[src/rtl/matrix_alu_pkg.sv]
// Shared definitions for the matrix ALU scheduler: op codes, bus width helpers
// and the scheduler state encoding.
package matrix_alu_pkg;

  localparam logic [1:0] OP_0 = 2'b00;
  localparam logic [1:0] OP_1 = 2'b01;
  localparam logic [1:0] OP_2 = 2'b10;
  localparam logic [1:0] OP_3 = 2'b11;

  typedef enum logic [1:0] {
    IDLE = 2'd0,
    WAIT = 2'd1,
    RESP = 2'd2
  } sched_state_e;

  function automatic int clog2_f(input int v);
    int r;
    r = 0;
    while ((1 << r) < v) r++;
    return r;
  endfunction

  function automatic int aw_f(input int rows, input int cols, input int ws);
    return rows * cols * ws;
  endfunction

  function automatic int bw_f(input int rows, input int cols, input int ws);
    return rows * cols * ws;
  endfunction

  function automatic int cw_f(input int ar, input int ac, input int br, input int bc, input int ws);
    return ar * ac * br * bc * ws;
  endfunction

endpackage

[src/rtl/matrix_alu_sched_rr_arbiter.sv]
// Combinational round-robin arbiter: grants the first active request at or
// above the pointer, wrapping around.
module rr_arbiter
  import matrix_alu_pkg::*;
#(
  parameter int NUM_REQ = 4,
  localparam int IDW = clog2_f(NUM_REQ)
) (
  input  logic [NUM_REQ-1:0] req,
  input  logic [IDW-1:0]     ptr,
  output logic [NUM_REQ-1:0] grant,
  output logic [IDW-1:0]     grant_idx,
  output logic               any_req
);

  logic [IDW-1:0] idx_sel;

  // Walk from the farthest offset down so the nearest active request wins.
  always_comb begin
    grant     = '0;
    grant_idx = '0;
    any_req   = 1'b0;
    idx_sel   = '0;
    for (int off = NUM_REQ - 1; off >= 0; off--) begin
      idx_sel = IDW'((int'(ptr) + off) % NUM_REQ);
      if (req[idx_sel]) begin
        grant          = '0;
        grant[idx_sel] = 1'b1;
        grant_idx      = idx_sel;
        any_req        = 1'b1;
      end
    end
  end

endmodule

[src/rtl/matrix_alu_sched.sv]
// Shares one matrix ALU between NUM_REQ requesters: accept one job, hold the
// operands on the ALU for ALU_LAT cycles, capture C and return it with the ID.
module matrix_alu_sched
  import matrix_alu_pkg::*;
#(
  parameter int word_size     = 8,
  parameter int Amatrixrownum = 2,
  parameter int Amatrixcolnum = 2,
  parameter int Bmatrixrownum = 2,
  parameter int Bmatrixcolnum = 2,
  parameter int NUM_REQ       = 4,
  parameter int ALU_LAT       = 2,
  localparam int AW  = aw_f(Amatrixrownum, Amatrixcolnum, word_size),
  localparam int BW  = bw_f(Bmatrixrownum, Bmatrixcolnum, word_size),
  localparam int CW  = cw_f(Amatrixrownum, Amatrixcolnum, Bmatrixrownum, Bmatrixcolnum, word_size),
  localparam int IDW = clog2_f(NUM_REQ)
) (
  input  logic                  clk,
  input  logic                  resetn,
  input  logic [NUM_REQ-1:0]    req_valid,
  output logic [NUM_REQ-1:0]    req_ready,
  input  logic [NUM_REQ*AW-1:0] req_a,
  input  logic [NUM_REQ*BW-1:0] req_b,
  input  logic [NUM_REQ*2-1:0]  req_op,
  output logic [AW-1:0]         alu_a,
  output logic [BW-1:0]         alu_b,
  output logic [1:0]            alu_op,
  input  logic [CW-1:0]         alu_c,
  output logic                  rsp_valid,
  input  logic                  rsp_ready,
  output logic [IDW-1:0]        rsp_id,
  output logic [CW-1:0]         rsp_c,
  output logic                  busy
);

  localparam int CNTW = clog2_f(ALU_LAT + 1);

  sched_state_e   state_q, state_d;
  logic [IDW-1:0] ptr_q, ptr_d;
  logic [CNTW-1:0] cnt_q, cnt_d;
  logic [AW-1:0]  alu_a_q, alu_a_d;
  logic [BW-1:0]  alu_b_q, alu_b_d;
  logic [1:0]     alu_op_q, alu_op_d;
  logic           rsp_valid_q, rsp_valid_d;
  logic [IDW-1:0] rsp_id_q, rsp_id_d;
  logic [CW-1:0]  rsp_c_q, rsp_c_d;

  logic [AW-1:0]  a_slice  [NUM_REQ];
  logic [BW-1:0]  b_slice  [NUM_REQ];
  logic [1:0]     op_slice [NUM_REQ];

  for (genvar gi = 0; gi < NUM_REQ; gi++) begin : g_slice
    assign a_slice[gi]  = req_a[gi*AW +: AW];
    assign b_slice[gi]  = req_b[gi*BW +: BW];
    assign op_slice[gi] = req_op[gi*2 +: 2];
  end

  logic [NUM_REQ-1:0] grant;
  logic [IDW-1:0]     grant_idx;
  logic               any_req;

  rr_arbiter #(.NUM_REQ(NUM_REQ)) u_arb (
    .req       (req_valid),
    .ptr       (ptr_q),
    .grant     (grant),
    .grant_idx (grant_idx),
    .any_req   (any_req)
  );

  always_comb begin
    state_d     = state_q;
    ptr_d       = ptr_q;
    cnt_d       = cnt_q;
    alu_a_d     = alu_a_q;
    alu_b_d     = alu_b_q;
    alu_op_d    = alu_op_q;
    rsp_valid_d = rsp_valid_q;
    rsp_id_d    = rsp_id_q;
    rsp_c_d     = rsp_c_q;
    case (state_q)
      IDLE: begin
        if (any_req) begin
          alu_a_d  = a_slice[grant_idx];
          alu_b_d  = b_slice[grant_idx];
          alu_op_d = op_slice[grant_idx];
          rsp_id_d = grant_idx;
          cnt_d    = CNTW'(ALU_LAT - 1);
          state_d  = WAIT;
        end
      end
      WAIT: begin
        if (cnt_q == '0) begin
          rsp_c_d     = alu_c;
          rsp_valid_d = 1'b1;
          state_d     = RESP;
        end else begin
          cnt_d = cnt_q - 1'b1;
        end
      end
      RESP: begin
        if (rsp_ready) begin
          rsp_valid_d = 1'b0;
          ptr_d       = (rsp_id_q == IDW'(NUM_REQ - 1)) ? '0 : rsp_id_q + 1'b1;
          state_d     = IDLE;
        end
      end
      default: state_d = IDLE;
    endcase
  end

  always_ff @(posedge clk or posedge resetn) begin
    if (resetn) begin
      state_q     <= IDLE;
      ptr_q       <= '0;
      cnt_q       <= '0;
      alu_a_q     <= '0;
      alu_b_q     <= '0;
      alu_op_q    <= 2'b00;
      rsp_valid_q <= 1'b0;
      rsp_id_q    <= '0;
      rsp_c_q     <= '0;
    end else begin
      state_q     <= state_d;
      ptr_q       <= ptr_d;
      cnt_q       <= cnt_d;
      alu_a_q     <= alu_a_d;
      alu_b_q     <= alu_b_d;
      alu_op_q    <= alu_op_d;
      rsp_valid_q <= rsp_valid_d;
      rsp_id_q    <= rsp_id_d;
      rsp_c_q     <= rsp_c_d;
    end
  end

  // Ready is held low while reset is asserted even though the state reads IDLE.
  assign req_ready = (state_q == IDLE && !resetn) ? grant : '0;
  assign busy      = (state_q != IDLE);
  assign alu_a     = alu_a_q;
  assign alu_b     = alu_b_q;
  assign alu_op    = alu_op_q;
  assign rsp_valid = rsp_valid_q;
  assign rsp_id    = rsp_id_q;
  assign rsp_c     = rsp_c_q;

endmodule

[config.mk]
export PLATFORM = sky130hd
export DESIGN_NAME = matrix_alu_sched
export DESIGN_NICKNAME = d
export VERILOG_FILES = /design/src/rtl/matrix_alu_pkg.sv /design/src/rtl/matrix_alu_sched_rr_arbiter.sv /design/src/rtl/matrix_alu_sched.sv
export SDC_FILE = /design/constraint.sdc
export NUM_CORES = 1
export LEC_CHECK = 0
export CAP_MARGIN = 40
export CORE_AREA = 2 2 232 234
export DETAILED_ROUTE_END_ITERATION = 8
export DIE_AREA = 0 0 234 236
export PLACE_DENSITY = 0.43
export REMOVE_ABC_BUFFERS = 1
export SYNTH_ARGS = -nofsm -noshare
export SYNTH_HDL_FRONTEND = slang
export SYNTH_HIERARCHICAL = 1
export SYNTH_SLANG_ARGS = --single-unit
[constraint.sdc]
create_clock -name clk -period 15.5 [get_ports clk]
set_clock_uncertainty 0.05 [all_clocks]
set_input_delay 3.1 -clock clk [delete_from_list [all_inputs] [get_ports clk]]
set_output_delay 3.1 -clock clk [all_outputs]
set_load 0.1 [all_outputs]
==> results.yml, run 1 <==
floorplan:
  io_pins: 601
  coreArea_mm2: 0.0531
  initial_utilization_pct: 18.8
  rows: 85
  die_h_um: 236
  die_width_um: 234
  dieArea_mm2: 0.0552
sta:
  hold_violations: 0
  slew_violations: 0
  max_freq_mhz: 114
  period_share_pct: 56.4
  finalCriticalPeriod_ns: 8.74
  fin_setup_tns_ns: 0
  worst_slew_pin_slew_ns: 1.08
  timing.slew.headroom_pct: 28.2
  finalSetupViolCount: 0
  fin_ws_ns: 6.76
  grt_setup_unrepaired: "no"
finish:
  postLayoutCoreUtil_pct: 42.7
  fill_cells: 4725
  syn2layout_area_growth_pct: 127
  layout.nets: 1948
  drive_above_1_share_pct: 28.8
critical_path:
  cp_max_fo: 10
  critical_path_class: "in -> out"
  crit_path_max_incr_delay_ns: 0.60
  cp_data_required_time_ns: 12.35
  critPathArrivalTime_ns: 5.59
  path_delay_family: "buffers and inverters"
  worst_r2r_startpoint: "ptr_q[0]"
  cp_common_cell: "clkdlybuf4s50_1"
  slowest_stage: "mux4_2"
  endpoint_kind: "primary output"
  critPathBufInv: 3
  crit_start: "req_valid[0]"
  crit_path_cell_trace: "clkdlybuf4s50_1 > mux4_2 > nor2b_4 > a22oi_1 > a31oi_1 > and2_1 > clkdlybuf4s50_1 > buf_8"
  cp-start-kind: "input port"
hold_path:
  holdCritStartpoint: "alu_b[23]"
  hp-class: "reg -> reg"
drt:
  antenna_left: 0
  wl_per_cell_um: 20.0
  routed_wl_um: 45300
  drt-initial-drc-count: 295
  drc: 0
  vias: 9395
  viasPerCell: 4.14
  first_pass_iters: 4
clock_network:
  insertion_delay_ns: 0.55
  cts_setup_buffers: 0
  post_cts_resized: 0
  cts_buffer_depth: 3
  postCtsHoldBufs: 0
  clk_pin_slew_worst_paths_ns: 0.05
  cts_made_buffers: 28
  cts.sinks: 203
  h-tree-depth: 1
  ctsRootBufferMaster: "clkbuf_16"
  cts_tree: "done"
synth:
  syn_area_mm2: 0.00997
  yosysWarnings: 6
  ys_seq_area_share_pct: 51.0
  synth_top_area_cell: "dfrtp_1"
  synth_area_leaders: "dfrtp_1 (51%), mux2_2 (15%), mux2i_1 (13%), o221ai_2 (6.0%), nand2_1 (2.8%)"
  synth_top_area_share_pct: 51.0
  ys_ff_latch: 203
  syn_area_per_cell_um2: 13.3
  synthDistinctLibCells: 42
  synthCells: 749
placement:
  portBuffers: 600
  hpwl_um: 34900
  gp_congestion: 0.818
  pre_cts_ws_ns: 6.77
run:
  max_cap_violations: 0
global_routing:
  grt_pass1_wl_um: 66400
  grt_start_max_net_pins: 122
  grt_pass1_vias: 10300
  grt_antenna_before_repair: 21
  overflow: 0
  grt_usage_pct: 16.0
run_status:
  status: "finished, final reports clean"
## per-layer routing
| layer | vias up | global-route usage, % | wire (um) |
|---|---|---|---|
| li1 | 4375 | - | - |
| met1 | 4493 | 17.8 | 17000 |
| met2 | 433 | 27.7 | 22500 |
| met3 | 78 | 6.03 | 4400 |
| met4 | 16 | 5.02 | 1280 |
| met5 | - | 0 | 101 |
## logic make-up after synthesis
family / count (synthesis) / synth area share, %
AO/OA/AOI/OAI: 92 / 9.98
adder cells (fa/ha/maj): 11 / 1.38
buffers and inverters: 62 / 3.41
flip-flops: 203 / 51.0
multiplexers: 268 / 29.0
AND/OR/NAND/NOR: 113 / 5.22
## Yosys cell counts
| cell type | count |
|---|---|
| a211o_1 | 1 |
| a21oi_1 | 6 |
| a22oi_1 | 5 |
| a31oi_1 | 4 |
| and2_1 | 4 |
| and2b_1 | 1 |
| and4_1 | 1 |
| buf_1 | 1 |
| buf_2 | 29 |
| buf_4 | 1 |
| buf_6 | 9 |
| clkbuf_1 | 16 |
| dfrtp_1 | 203 |
| ha_1 | 11 |
| inv_1 | 6 |
| mux2_2 | 131 |
| mux2_4 | 1 |
| mux2i_1 | 132 |
| mux2i_2 | 1 |
| mux2i_4 | 1 |
| mux4_2 | 2 |
| nand2_1 | 75 |
| nand2b_1 | 2 |
| nand3_1 | 2 |
| nand3b_1 | 1 |
| nand4_1 | 4 |
| nor2_1 | 12 |
| nor2b_1 | 1 |
| nor2b_4 | 1 |
| nor3_1 | 1 |
| nor3b_1 | 2 |
| nor4bb_1 | 1 |
| o211a_1 | 1 |
| o21ai_0 | 6 |
| o221ai_1 | 27 |
| o221ai_2 | 40 |
| o31ai_1 | 1 |
| o41ai_1 | 1 |
| or2_4 | 1 |
| or3b_2 | 2 |
| or3b_4 | 1 |
| or4b_2 | 1 |
## sequential cells by signal, indices dropped and copies added, names as in the netlist
signal and cells:
alu_op 2, rsp_c 128, ptr_q 2, rsp_id 2, alu_b 32, rsp_valid 1
cnt_q 2, alu_a 32, state_q 2
## cell usage in the layout (no fill, tap or decap), types with 2 or more instances in the layout
master           synthesis  routed
clkdlybuf4s50_1          0     600
dfrtp_1                203     203
buf_16                   0     151
mux2i_1                132     132
mux2_2                 131     131
nand2_1                 75      74
buf_8                    0      57
o221ai_2                40      40
clkbuf_16                0      28
o221ai_1                27      27
diode_2                  0      13
nor2_1                  12      12
ha_1                    11      11
clkbuf_8                 0       7
o21ai_0                  6       6
clkinv_2                 0       6
buf_4                    1       6
inv_1                    6       5
a22oi_1                  5       5
a21oi_1                  6       5
and2_1                   4       4
bufinv_16                0       4
nand4_1                  4       4
a31oi_1                  4       4
clkbuf_1                16       3
nor3b_1                  2       2
or3b_2                   2       2
nand2b_1                 2       2
clkinvlp_4               0       2
mux4_2                   2       2
## area by class of cell
| cell class | instances | area, um^2 | share of cell area (%) |
|---|---|---|---|
| diodes | 13 | 32.5 | 0.144 |
| flip-flops and latches | 203 | 5080 | 22.4 |
| multi-input cells | 484 | 4580 | 20.2 |
| clock buffers | 38 | 808 | 3.57 |
| inverters | 6 | 30.0 | 0.133 |
| repair buffers | 815 | 11100 | 48.9 |
| well taps | 696 | 871 | 3.84 |
| clock inverters | 13 | 181 | 0.801 |
## final timing paths
path / endpoint / slack [ns] / cells past startpoint
setup / recovery: req_ready[2] / 6.76 / 8
hold / removal: alu_b[23] / 0.43 / 2
setup reg to reg: alu_a[17] / 11.48 / 9
hold reg to reg: alu_b[23] / 0.43 / 2
max in group asynchronous: rsp_c[93] / 11.32 / 4
min in group asynchronous: alu_a[29] / 2.97 / 2
## stage by stage
step	hold WS, ns	instance area, um^2	instances
floorplan	0.465	9650	693
global placement	0.419	16600	1996
detailed placement	0.423	21600	2204
CTS	0.439	22600	2255
global route	0.464	22700	2263
finish	0.435	22700	2268
## worst min-delay path: stages, from the launching register on
cell and delay (ns):
dfrtp_1 0.33, nand2_1 0.06, o221ai_2 0.05
Power of run 1 is not shown: default switching activity piles up to over one toggle a cycle in this logic, so the estimate is an artifact.
==> run 2, diff against run 1 <==
Settings changed: CORE_AREA 2 2 232 234 to 2 2 234 236, DIE_AREA 0 0 234 236 to 0 0 236 238.
Clock period 15.5 ns to 9.05 ns, I/O delays scaled along.
==> run 2 against run 1 <==
  * Wire length rose by 0.54%
  * Worst setup slack worse by 3.9 ns
  * First-iteration DRC count up 2.4%
  * Cell area decreased by 0.60%
  * Sequential share of layout area rose by 0.13 points
  * Die area rose by 1.7%
  * Via count decreased by 0.20%
  * Non-clock buffer count rose by 1
  * Critical path depth unchanged
  * Final cell count down 0.40%
  * Utilization fell by 0.59 points
  * Register-to-register slack lost 6.5 ns
==> results.yml, run 2 (synthesized netlist as in run 1, its figures left out) <==
run_status:
  status: "finished, final reports clean"
floorplan:
  coreArea_mm2: 0.0535
  die_h_um: 238
  dieArea_mm2: 0.0562
  initial_utilization_pct: 18.6
  die_width_um: 236
  rows: 85
  io_pins: 601
global_routing:
  grt_busiest_layer: "met2"
  grt_antenna_before_repair: 15
  grtUsageMet3_pct: 5.77
  grt_start_max_net_pins: 102
  use_met2_pct: 28.0
  overflow: 0
  grt_pass1_wl_um: 68100
  grt_usage_pct: 15.9
  grt_util_met1_pct: 18.2
  grt_pass1_vias: 10500
drt:
  wl_per_cell_um: 20.1
  routed_wl_um: 45500
  viasPerCell: 4.15
  first_pass_iters: 4
  drt-initial-drc-count: 302
  vias: 9376
  antenna_left: 0
  drc: 0
clock_network:
  cts_buffer_depth: 3
  h-tree-depth: 1
  ctsRootBufferMaster: "clkbuf_16"
  clk_pin_slew_worst_paths_ns: 0.06
  post_cts_resized: 0
  postCtsHoldBufs: 0
  insertion_delay_ns: 0.54
  cts_setup_buffers: 0
  cts_tree: "done"
  cts_made_buffers: 27
  cts.sinks: 203
finish:
  largest_reg_flops: 128
  layout.nets: 1948
  fill_cells: 4768
  syn2layout_area_growth_pct: 126
  layout_commonest_cell: "clkdlybuf4s50_1"
  drive_above_1_share_pct: 28.5
  layout_common_cells: "clkdlybuf4s50_1 (600), dfrtp_1 (203), buf_16 (149)"
hold_path:
  hp-class: "reg -> reg"
critical_path:
  crit_start: "req_valid[1]"
  critical_path_class: "in -> out"
  cp_data_required_time_ns: 7.19
  cp_max_fo: 9
  worstRegToRegCells: 10
  endpoint_kind: "primary output"
  crit_end: "req_ready[3]"
  r2r_slack_ns: 4.96
  worst_r2r_startpoint: "ptr_q[0]"
  cp-start-kind: "input port"
  r2r_end: "alu_a[20]"
  critPathArrivalTime_ns: 4.29
sta:
  max_freq_mhz: 163
  timing.hold.ws_ns: 0.433
  finalSetupViolCount: 0
  worst_slew_pin_slew_ns: 0.843
  finalCriticalPeriod_ns: 6.15
  period_share_pct: 68.0
  hold_violations: 0
  slew_violations: 0
  timing.slew.headroom_pct: 43.8
  grt_setup_unrepaired: "no"
placement:
  hpwl_um: 34900
  portBuffers: 600
  gp_congestion: 0.835
run:
  max_cap_violations: 0
run 2: cell count changes in the layout (fill, tap and decap cells not counted), sizes merged:
cell,before,now
diode,13,7
clkinv,7,3
clkinvlp,2,0
buf,215,216
bufinv,4,1
clkbuf,38,42
inv,6,7
run 2: how the worst min path moves through the flow:
stage / from / endpoint / slack, ns / depth (start not counted)
after floorplan: state_q[1] / state_q[0] / 0.47 / 1
after detailed placement: alu_b[21] / alu_b[21] / 0.42 / 2
after global placement: alu_a[26] / alu_a[26] / 0.42 / 2
after CTS: alu_b[21] / alu_b[21] / 0.44 / 2
after global routing: alu_b[0] / alu_b[0] / 0.45 / 2
final: alu_b[17] / alu_b[17] / 0.43 / 2
run 2: layout make-up:
cell class / instances / area, um^2 / share of cell area (%)
antenna: 7 / 17.5 / 0.0778
clock buffer: 42 / 822 / 3.65
clock inverter: 5 / 65.1 / 0.289
inverter: 6 / 30.0 / 0.133
multi-input combinational: 484 / 4580 / 20.3
sequential: 203 / 5080 / 22.5
tap: 696 / 871 / 3.87
timing repair buffer: 816 / 11100 / 49.1
run 2: layer usage:
layer | up-vias | wire (um)
li1 | 4363 | -
met1 | 4502 | 17600
met2 | 432 | 22600
met3 | 69 | 4170
met4 | 10 | 1040
met5 | - | 63
run 2: through the flow:
stage	instances	area [um^2]	util [%]	setup WS (ns)	TNS (ns)
6_report	2259	22500	42.1	2.90	0
5_1_grt	2257	22500	42.1	2.78	0
4_1_cts	2252	22500	42.1	2.91	0
3_5_place_dp	2205	21600	40.4	2.91	0
3_3_place_gp	1997	16600	31.1	2.52	0
2_1_floorplan	693	9650	-	-3.50	-226.86
run 2: worst max-delay path, cell delays in order:
cell and delay (ns):
clkdlybuf4s50_1 0.56, mux4_2 0.60, nor2b_4 0.17, a22oi_1 0.08, a31oi_1 0.17, and2_1 0.15, clkdlybuf4s50_1 0.53, buf_8 0.21
Power of run 2 is left out for the same reason.
